`config.mk`:
```
export PLATFORM = sky130hd
export DESIGN_NAME = square_period_detector
export DESIGN_NICKNAME = d
export VERILOG_FILES = /design/src/rtl/square_period_detector.sv
export SDC_FILE = /design/constraint.sdc
export NUM_CORES = 1
export LEC_CHECK = 0
export ABC_AREA = 1
export CAP_MARGIN = 20
export CORE_UTILIZATION = 35
export CTS_BUF_LIST = sky130_fd_sc_hd__clkbuf_8
export DETAILED_ROUTE_END_ITERATION = 7
export GPL_TIMING_DRIVEN = 0
export HOLD_SLACK_MARGIN = 0.06
export PLACE_DENSITY_LB_ADDON = 0.15
export SYNTH_ARGS = -nofsm -noshare
export SYNTH_HDL_FRONTEND = slang
export SYNTH_SLANG_ARGS = --single-unit
```
`constraint.sdc`:
```
create_clock -name clk_in -period 5.9 [get_ports clk_in]
set_input_delay 0.885 -clock clk_in [delete_from_list [all_inputs] [get_ports clk_in]]
set_output_delay 0.885 -clock clk_in [all_outputs]
set_load 0.02 [all_outputs]
```
`src/rtl/square_period_detector.sv`:
```
// Period recovery for square-like audio: a hysteresis comparator qualifies rising edges,
// a tick counter times them, and contiguous windows of 2^AVG_LOG2 periods are averaged.
module square_period_detector #(
    parameter int                  SAMPLE_W   = 8,
    parameter int                  HYST       = 4,
    parameter int                  PERIOD_W   = 16,
    parameter int                  AVG_LOG2   = 2,
    parameter logic [PERIOD_W-1:0] MAX_PERIOD = 16'hFFFF
) (
    input  logic                clk_in,
    input  logic                rst_in,
    input  logic                step_in,
    input  logic [SAMPLE_W-1:0] sample_in,
    output logic [PERIOD_W-1:0] period_out,
    output logic                period_valid_out,
    output logic                locked_out,
    output logic                timeout_out
);

    localparam int ACC_W = PERIOD_W + AVG_LOG2;
    localparam int CNT_W = AVG_LOG2 + 1;
    localparam logic [CNT_W-1:0]           LAST_IDX = CNT_W'((2 ** AVG_LOG2) - 1);
    localparam logic [CNT_W-1:0]           CNT_ONE  = CNT_W'(1'b1);
    localparam logic [PERIOD_W-1:0]        TICK_ONE = PERIOD_W'(1'b1);
    localparam logic signed [SAMPLE_W-1:0] HYST_POS = SAMPLE_W'(HYST);
    localparam logic signed [SAMPLE_W-1:0] HYST_NEG = -HYST_POS;

    typedef enum logic {
        IDLE    = 1'b0,
        MEASURE = 1'b1
    } state_t;

    function automatic logic [PERIOD_W-1:0] window_avg(input logic [ACC_W-1:0] sum);
        logic [ACC_W-1:0] shifted;
        shifted = sum >> AVG_LOG2;
        return shifted[PERIOD_W-1:0];
    endfunction

    state_t              state_r, state_s;
    logic                level_r, level_s;
    logic [PERIOD_W-1:0] counter_r, counter_s;
    logic [ACC_W-1:0]    acc_r, acc_s;
    logic [CNT_W-1:0]    count_r, count_s;
    logic [PERIOD_W-1:0] period_r, period_s;
    logic                valid_r, valid_s;
    logic                locked_r, locked_s;
    logic                timeout_r, timeout_s;

    logic signed [SAMPLE_W-1:0] sample_s;
    logic                       hi_s;
    logic                       lo_s;
    logic                       rising_s;
    logic [ACC_W-1:0]           sum_s;

    // Next-state and output logic; nothing but the pulses changes without a tick
    always_comb begin
        state_s   = state_r;
        level_s   = level_r;
        counter_s = counter_r;
        acc_s     = acc_r;
        count_s   = count_r;
        period_s  = period_r;
        locked_s  = locked_r;
        valid_s   = 1'b0;
        timeout_s = 1'b0;

        sample_s = $signed(sample_in);
        hi_s     = (sample_s >= HYST_POS);
        lo_s     = (sample_s <= HYST_NEG);
        rising_s = step_in && !level_r && hi_s;
        // counter_r holds the tick distance to the previous edge, i.e. the period P
        sum_s    = acc_r + ACC_W'(counter_r);

        if (step_in) begin
            if (hi_s) begin
                level_s = 1'b1;
            end else if (lo_s) begin
                level_s = 1'b0;
            end else begin
                level_s = level_r;
            end

            case (state_r)
                IDLE: begin
                    if (rising_s) begin
                        state_s   = MEASURE;
                        counter_s = TICK_ONE;
                        acc_s     = {ACC_W{1'b0}};
                        count_s   = {CNT_W{1'b0}};
                    end else begin
                        state_s = IDLE;
                    end
                end
                MEASURE: begin
                    if (rising_s) begin
                        counter_s = TICK_ONE;
                        if (count_r == LAST_IDX) begin
                            period_s = window_avg(sum_s);
                            valid_s  = 1'b1;
                            locked_s = 1'b1;
                            acc_s    = {ACC_W{1'b0}};
                            count_s  = {CNT_W{1'b0}};
                        end else begin
                            acc_s   = sum_s;
                            count_s = count_r + CNT_ONE;
                        end
                    end else if (counter_r >= MAX_PERIOD) begin
                        timeout_s = 1'b1;
                        locked_s  = 1'b0;
                        period_s  = {PERIOD_W{1'b0}};
                        state_s   = IDLE;
                        counter_s = {PERIOD_W{1'b0}};
                        acc_s     = {ACC_W{1'b0}};
                        count_s   = {CNT_W{1'b0}};
                    end else begin
                        counter_s = counter_r + TICK_ONE;
                    end
                end
                default: begin
                    state_s = IDLE;
                end
            endcase
        end else begin
            level_s = level_r;
        end
    end

    // State and registered outputs
    always_ff @(posedge clk_in or posedge rst_in) begin
        if (rst_in) begin
            state_r   <= IDLE;
            level_r   <= 1'b0;
            counter_r <= {PERIOD_W{1'b0}};
            acc_r     <= {ACC_W{1'b0}};
            count_r   <= {CNT_W{1'b0}};
            period_r  <= {PERIOD_W{1'b0}};
            valid_r   <= 1'b0;
            locked_r  <= 1'b0;
            timeout_r <= 1'b0;
        end else begin
            state_r   <= state_s;
            level_r   <= level_s;
            counter_r <= counter_s;
            acc_r     <= acc_s;
            count_r   <= count_s;
            period_r  <= period_s;
            valid_r   <= valid_s;
            locked_r  <= locked_s;
            timeout_r <= timeout_s;
        end
    end

    assign period_out       = period_r;
    assign period_valid_out = valid_r;
    assign locked_out       = locked_r;
    assign timeout_out      = timeout_r;

endmodule

```
==> impl_metrics.tcl, run 1 <==
set metrics [dict create \
    syn2layout_area_growth_pct 18.9 \
    synth_cells 516 \
    hpwlAfterDp_mm 7.14 \
    cpPeakStageDelay_ns 0.56 \
    dieWidth_um 105 \
    drt_iter0_drc 145 \
    start_kind "input port" \
    clockBufferDepth 2 \
    endpoint "counter_r[9]" \
    grt_overflow 0 \
    cp-end-kind "register" \
    crit_fanout 10 \
    yosysTopAreaCell "dfrtp_1" \
    postPlaceCellArea_um2 4170 \
    max_freq_mhz 395 \
    cpMaxStageDelayCell "clkdlybuf4s50_1" \
    synth_top_cells_by_area "dfrtp_1 39%, nand2_1 20%, ha_1 6.1%" \
    post_cts_resized 0 \
    worst_clock_skew_ns 0.00500 \
    crit_chain "clkdlybuf4s50_1 -> inv_2 -> nor2_4 -> nand3_2 -> buf_6 -> nand2_1 -> nand2_2 -> nor2_4 -> inv_2 -> buf_6 -> nand2_1 -> nor2_1" \
    slew_violations 0 \
    p_leak_nw 2.30 \
    viasPerCell 4.69 \
    htree_levels 3 \
    core_um2 10300 \
    cap_violations 0 \
    final_area_um2 4390 \
    period_needed_ns 2.53 \
    layoutNonFillerInstCount 698 \
    vias 3277 \
    final_antenna_net_count 0 \
    die_height_um 105 \
    cts_setup_buffers 0 \
    grt_max_degree 40 \
    yosysUniqueCellTypes 33 \
    drc 0 \
    r2r_start "counter_r[0]" \
    finalHoldViolCount 0 \
    crit_cells 12 \
    postSynthAreaPerCell_um2 7.15 \
    grt_pass1_wl_mm 15.8 \
    finalSetupTns_ns 0 \
    synth_seq_cells 58 \
    numCtsBuffers 9 \
    n_antenna_cell 0 \
    placed_cells 682 \
    clkSlewWorstSetupHoldPaths_ns 0.07 \
    hp-class "register to register" \
    track_usage 0.185 \
    ir_worst_vdd_mv 0.160 \
    arrival_ns 2.75 \
    whs_ns 0.468 \
    io_pins 30 \
    worst_pin_slew_ns 0.509 \
    antenna_found_initial 0 \
    p_per_area_nw_per_um2 365 \
    grt_pass1_vias 3274 \
    crit_type "input port to register" \
    cts-root-buf "clkbuf_8" \
    cp.required_ns 6.12 \
    startpoint "step_in" \
    tritoncts "yes" \
    period_share 0.429 \
    final_cell_mix "201 x nand2_1, 58 x dfrtp_1, 53 x inv_1" \
    reg2reg_depth 11 \
    place.gp.congestion 0.871 \
    yosysSeqAreaShare 0.393 \
    timing.rr.end "acc_r[14]" \
    yosysWarningCount 0 \
    min_from "period_out[1]" \
    synth.cell_area_um2 3690 \
    nNetsFinal 587 \
    finalWirelength_mm 9.25 \
    outcome "completed" \
    syn_nets 546 \
    finalSetupViolCount 0 \
    cp_top_family "buffers and inverters" \
    wl_per_cell_um 13.3 \
    clk_latency_ns 0.33 \
    rsz0062_at_grt "no" \
    dr.pass1.iters 5 \
    mostFrequentLayoutCell "nand2_1" \
    path_buf_inv 5 \
    final_layout_size_suffix_gt1_frac 0.0765 \
    cts_hold_buf 0 \
    fp.dieArea_um2 11000 \
    cts_sinks 58 \
    slew_headroom 0.659 \
    initial_utilization 0.359 \
    synth_top_area_share 0.393 \
    reg2reg_slack_ns 3.48 \
    num_rows 37 \
    io_buffer_count 29 \
]
report_power, final:
group          leakage (nW)  internal (W)  switching (W)  total, W
clock network         0.105      0.000237       0.000174  0.000411
registers             0.766      0.000508      0.0000795  0.000587
logic                  1.43      0.000246       0.000359  0.000605
area by class of cell:
cell class,count,area (um^2)
sequential,58,1450
timing repair buffer,30,310
tap,136,170
inverter,59,221
buffer,9,76.3
multi-input combinational,390,1940
clock inverter,7,93.8
fill,1090,5890
clock buffer,9,124
cell usage after synthesis (all sizes together):
cell type / count
nor3: 12
nor4: 2
xor2: 10
nand3: 40
nand3b: 7
o22ai: 1
a21o: 1
o21ai: 17
clkbuf: 2
xnor2: 1
o21bai: 1
fa: 1
ha: 18
a21oi: 20
nor2: 48
a21boi: 1
nand2: 203
and2: 1
nand4: 5
inv: 59
or2: 1
dfrtp: 58
buf: 7
state kept, by name (all words and copies together), names as in the netlist:
| signal | count |
|---|---|
| counter_r | 16 |
| acc_r | 18 |
| level_r | 1 |
| period_valid_out | 1 |
| locked_out | 1 |
| state_r | 1 |
| timeout_out | 1 |
| period_out | 16 |
| count_r | 3 |
routing by layer:
| metal | vias to the layer above | part of all wire | GRT usage |
|---|---|---|---|
| li1 | 1717 | - | - |
| met1 | 1496 | 0.50 | 0.252 |
| met2 | 57 | 0.46 | 0.304 |
| met3 | 7 | 0.034 | 0.0337 |
| met4 | 0 | 0.0094 | 0.0453 |
| met5 | - | 0 | 0 |
worst min-delay path by stage:
stage                     depth (start not counted)  slack [ns]             to
after global routing                              2        0.50     locked_out
after floorplan                                   2        0.45       acc_r[0]
after CTS                                         2        0.48     locked_out
after detailed placement                          2        0.46  period_out[1]
final                                             2        0.47  period_out[1]
after global placement                            2        0.46     locked_out
through the flow:
| stage | worst slack [ns] | utilization | total power [W] |
|---|---|---|---|
| global route | 3.26 | 0.427 | 0.00174 |
| global placement | 2.30 | 0.404 | 0.00119 |
| finish | 3.37 | 0.427 | 0.00160 |
| CTS | 3.38 | 0.427 | 0.00162 |
| floorplan | 3.59 | - | 0.00100 |
| detailed placement | 3.02 | 0.406 | 0.00120 |
logic make-up after synthesis:
group,after synthesis,synth area share
adder cells (fa/ha/maj),19,0.0665
AO/OA/AOI/OAI,41,0.0641
flip-flops,58,0.393
AND/OR/NAND/NOR,319,0.369
buffers and inverters,68,0.0807
XOR/XNOR,11,0.0261
worst min-delay path, delay by kind of cell, from the launching register on:
family / cells / cell delay, ns
flip-flops: 1 / 0.34
AND/OR/NAND/NOR: 2 / 0.09
(Power assumes the default switching activity.)
==> run 2: changes to the inputs <==
clock period = 2.4 ns   (was 5.9 ns; I/O delays follow)
==> run 2 against run 1 <==
Compared with the run above: worst setup slack worse by 3.2 ns; sequential power up 150%; global-route usage stayed put; clock skew hardly changed; core utilization hardly changed; clock power rose by 150%; non-clock buffer count unchanged; sequential share of layout area about the same; design area barely moved; critical endpoint is now acc_r[14].
==> impl_metrics.tcl, run 2 (synthesized netlist as in run 1, its figures left out) <==
set metrics [dict create \
    sw_frac_of_total 0.383 \
    clkSlewWorstSetupHoldPaths_ns 0.07 \
    htree_levels 3 \
    total_power_w 0.00395 \
    ir_worst_vdd_mv 0.393 \
    numCtsBuffers 9 \
    cts_hold_buf 0 \
    p_switching_w 0.00151 \
    final_antenna_net_count 0 \
    fp.dieArea_um2 11000 \
    syn2layout_area_growth_pct 19.0 \
    rsz0062_at_grt "no" \
    hp-class "input port to asynchronous set/reset pin" \
    power_frac_comb 0.379 \
    grt_pass1_vias 3274 \
    layoutNonFillerInstCount 698 \
    clockBufferDepth 2 \
    die_height_um 105 \
    whs_ns 0.356 \
    finalSetupViolCount 0 \
    max_freq_mhz 449 \
    dr.pass1.iters 4 \
    cts_setup_buffers 0 \
    path_buf_inv 1 \
    finalHoldViolCount 0 \
    clk_latency_ns 0.34 \
    internal_power_w 0.00244 \
    slew_violations 0 \
    grt_pass1_wl_mm 15.8 \
    drc 0 \
    cp.required_ns 2.63 \
    power.share.clock 0.256 \
    cp-end-kind "register" \
    track_usage 0.185 \
    worst_clock_skew_ns 0.00525 \
    final_cell_mix "201 x nand2_1, 58 x dfrtp_1, 53 x inv_1" \
    crit_fanout 5 \
    postPlaceCellArea_um2 4170 \
    period_share 0.928 \
    num_rows 37 \
    cts-root-buf "clkbuf_8" \
    tritoncts "yes" \
    grt_overflow 0 \
    slew_headroom 0.658 \
    n_antenna_cell 0 \
    grt_max_degree 40 \
    initial_utilization 0.359 \
    wl_per_cell_um 13.3 \
    crit_chain "ha_1 -> inv_1 -> fa_1 -> o21ai_2 -> nand2_1 -> nand2_1 -> nand2_1 -> nand2_1 -> nand2_1 -> nand3_1 -> nand2_1" \
    regMostFlops "acc_r" \
    cpPeakStageDelay_ns 0.46 \
    finalWirelength_mm 9.28 \
    largest_reg_flops 18 \
    arrival_ns 2.45 \
    drt_iter0_drc 146 \
    seqPwrFrac 0.365 \
    mostFrequentLayoutCell "nand2_1" \
    final_area_um2 4390 \
    vias 3273 \
    outcome "completed" \
    final_layout_size_suffix_gt1_frac 0.0783 \
    dieWidth_um 105 \
    period_needed_ns 2.23 \
    cts_sinks 58 \
    io_buffer_count 29 \
    antenna_found_initial 0 \
    p_per_area_nw_per_um2 900 \
    fin_util 0.427 \
    placed_cells 682 \
    worst_pin_slew_ns 0.511 \
    core_um2 10300 \
    crit_type "register to register" \
    io_pins 30 \
    place.gp.congestion 0.871 \
    cpMaxStageDelayCell "dfrtp_1" \
    nNetsFinal 587 \
    cp_top_family "adder cells" \
    p_leak_nw 2.30 \
    path_common_cell "nand2_1" \
    hpwlAfterDp_mm 7.14 \
    start_kind "register" \
    viasPerCell 4.69 \
    cap_violations 0 \
]
[run 2: cell counts in the layout (fill, tap and decap cells not counted)]
No cell type changed its count.
[run 2: final timing paths]
check                              start              to  slack (ns)  cells after the start
hold / removal                    rst_in   period_out[1]        0.36                      2
hold reg to reg            period_out[1]   period_out[1]        0.47                      2
min in group clk_in        period_out[1]   period_out[1]        0.47                      2
setup / recovery            counter_r[0]       acc_r[14]        0.17                     11
max in group asynchronous         rst_in  period_out[13]        1.46                      3
setup reg to reg            counter_r[0]       acc_r[14]        0.17                     11
[run 2: stage by stage]
| step | setup TNS [ns] | setup slack [ns] |
|---|---|---|
| 2_1_floorplan | 0 | 0.517 |
| 4_1_cts | 0 | 0.0917 |
| 3_3_place_gp | -38.66 | -0.671 |
| 6_report | 0 | 0.173 |
| 3_5_place_dp | -0.0302 | -0.0302 |
| 5_1_grt | 0 | 0.00299 |
[run 2: power by group through the flow]
stage | clock network [W] | registers [W] | logic [W]
2_1_floorplan | 0 | 0.00153 | 0.000931
3_3_place_gp | 0 | 0.00146 | 0.00146
3_5_place_dp | 0 | 0.00147 | 0.00149
4_1_cts | 0.00104 | 0.00145 | 0.00150
5_1_grt | 0.00109 | 0.00150 | 0.00170
6_report | 0.00101 | 0.00144 | 0.00150
[run 2: cell type report]
class	count	area [um^2]
fillers	1091	5890
multi-input cells	390	1940
flip-flops and latches	58	1450
repair buffers	30	310
inverters	59	221
well taps	136	170
clock buffers	9	124
clock inverters	7	93.8
plain buffers	9	76.3
[run 2: repair_timing]
| item | in CTS | in global routing |
|---|---|---|
| gates resized for setup | 1 | 1 |
| hold endpoints to repair | 0 | 0 |
| endpoints found under the setup margin | 4 | 4 |
| pin swaps | 0 | 0 |
[run 2: layer usage]
metal / vias to the layer above / share of wire / track usage
li1: 1716 / - / -
met1: 1493 / 0.49 / 0.252
met2: 58 / 0.46 / 0.304
met3: 6 / 0.040 / 0.0337
met4: 0 / 0.0081 / 0.0453
met5: - / 0 / 0
[run 2: worst reg2reg max path, cell delays in order, from the launching register on]
cell and delay [ns]:
dfrtp_1 0.46, ha_1 0.28, inv_1 0.08, fa_1 0.42
o21ai_2 0.24, nand2_1 0.08, nand2_1 0.14, nand2_1 0.10
nand2_1 0.07, nand2_1 0.06, nand3_1 0.11, nand2_1 0.07
==> run 3: changes to the inputs <==
clock period = 2.59 ns   (was 2.4 ns; I/O delays follow)
==> run 3 against run 2 <==
Compared with the run above: sequential share of layout area hardly changed; combinational power down 8%; clock skew about the same; flip-flop and latch count unchanged; hold slack gained 0.032 ns; power decreased by 7.6%; critical path depth stayed put; critical endpoint unchanged.
==> impl_metrics.tcl, run 3 (synthesized netlist as in run 1, its figures left out) <==
set metrics [dict create \
    outcome "completed" \
    r2r_start "counter_r[0]" \
    grt_pass1_wl_mm 15.8 \
    timing.rr.end "acc_r[14]" \
    place.gp.congestion 0.871 \
    cpPeakStageDelay_ns 0.46 \
    viasPerCell 4.69 \
    worst_clock_skew_ns 0.00500 \
    dieWidth_um 105 \
    vias 3277 \
    final_antenna_net_count 0 \
    period_share 0.883 \
    io_pins 30 \
    reg2reg_slack_ns 0.30 \
    cap_violations 0 \
    drt_iter0_drc 145 \
    fp.dieArea_um2 11000 \
    power_frac_comb 0.378 \
    initial_utilization 0.359 \
    slew_headroom 0.659 \
    cp-end-kind "register" \
    mostFrequentLayoutCell "nand2_1" \
    postPlaceCellArea_um2 4170 \
    die_height_um 105 \
    period_needed_ns 2.29 \
    cts_hold_buf 0 \
    tritoncts "yes" \
    p_per_area_nw_per_um2 832 \
    grt_max_degree 40 \
    io_buffer_count 29 \
    clkSlewWorstSetupHoldPaths_ns 0.07 \
    final_area_um2 4390 \
    drc 0 \
    htree_levels 3 \
    antenna_found_initial 0 \
    placed_cells 682 \
    path_buf_inv 1 \
    arrival_ns 2.51 \
    finalHoldViolCount 0 \
    startpoint "counter_r[0]" \
    dr.pass1.iters 5 \
    finalSetupViolCount 0 \
    numCtsBuffers 9 \
    power.share.clock 0.256 \
    cts-root-buf "clkbuf_8" \
    layoutNonFillerInstCount 698 \
    core_um2 10300 \
    slew_violations 0 \
    final_cell_mix "201 x nand2_1, 58 x dfrtp_1, 53 x inv_1" \
    path_common_cell "nand2_1" \
    crit_type "register to register" \
    crit_chain "ha_1 -> inv_1 -> fa_1 -> o21ai_1 -> nand2_1 -> nand2_1 -> nand2_1 -> nand2_1 -> nand2_1 -> nand3_1 -> nand2_1" \
    hp-class "input port to asynchronous set/reset pin" \
    final_layout_size_suffix_gt1_frac 0.0765 \
    grt_overflow 0 \
    p_switching_w 0.00140 \
    num_rows 37 \
    crit_fanout 5 \
    cpMaxStageDelayCell "dfrtp_1" \
    seqPwrFrac 0.366 \
    start_kind "register" \
    syn2layout_area_growth_pct 18.9 \
    n_antenna_cell 0 \
    cp_top_family "adder cells" \
    clk_latency_ns 0.33 \
    cts_sinks 58 \
    largest_reg_flops 18 \
    max_freq_mhz 437 \
    regMostFlops "acc_r" \
    wl_per_cell_um 13.3 \
    whs_ns 0.389 \
    grt_pass1_vias 3274 \
    sw_frac_of_total 0.382 \
    hpwlAfterDp_mm 7.14 \
    worst_pin_slew_ns 0.509 \
    internal_power_w 0.00226 \
    fin_util 0.427 \
    cp.required_ns 2.81 \
    nNetsFinal 587 \
    rsz0062_at_grt "no" \
    clockBufferDepth 2 \
    finalSetupTns_ns 0 \
    ir_worst_vdd_mv 0.364 \
    track_usage 0.185 \
    finalWirelength_mm 9.25 \
    p_leak_nw 2.30 \
    reg2reg_depth 11 \
]
run 3: changes by cell type in the layout (fill, tap and decap cells not counted):
cell     delta
o21ai_1     +1
o21ai_2     -1
run 3: routing by layer:
metal  up-vias  global-route usage  routed length (um)
met5         -                   0                   0
met3         7              0.0337                 317
met2        57               0.304                4250
li1       1717                   -                   -
met1      1496               0.252                4600
met4         0              0.0453                  87
run 3: layout make-up:
type                       instances  area, um^2
multi-input combinational        390        1940
clock buffer                       9         124
tap                              136         170
sequential                        58        1450
timing repair buffer              30         310
buffer                             9        76.3
inverter                          59         221
fill                            1090        5890
clock inverter                     7        93.8
run 3: stage by stage:
stage,setup WS (ns),power (W)
after floorplan,0.707,0.00228
after global placement,-0.510,0.00270
after detailed placement,0.160,0.00274
after CTS,0.142,0.00370
after global routing,0.123,0.00396
final,0.303,0.00365
run 3: power by group through the flow:
stage / clock network (W) / logic, W / registers (W)
detailed placement: 0 / 0.00138 / 0.00136
finish: 0.000935 / 0.00138 / 0.00134
floorplan: 0 / 0.000863 / 0.00142
global route: 0.00101 / 0.00156 / 0.00139
global placement: 0 / 0.00135 / 0.00135
CTS: 0.000965 / 0.00139 / 0.00134
run 3: worst max path at each step:
stage / endpoint / slack [ns] / depth (start not counted)
6_report: acc_r[14] / 0.30 / 11
5_1_grt: acc_r[14] / 0.12 / 11
4_1_cts: acc_r[14] / 0.14 / 11
3_5_place_dp: acc_r[14] / 0.16 / 11
3_3_place_gp: counter_r[15] / -0.51 / 2
2_1_floorplan: period_out[14] / 0.71 / 11
run 3: what timing repair did:
action                     in CTS  in global routing
resized for setup               0                  1
setup endpoints to repair       0                  1
buffers inserted                0                  0
hold endpoints to repair        0                  0
run 3: worst register-to-register path: stages, from the launching register on:
cell and delay [ns]:
dfrtp_1 0.46, ha_1 0.27, inv_1 0.08, fa_1 0.41, o21ai_1 0.30, nand2_1 0.10
nand2_1 0.15, nand2_1 0.10, nand2_1 0.07, nand2_1 0.06, nand3_1 0.10, nand2_1 0.07
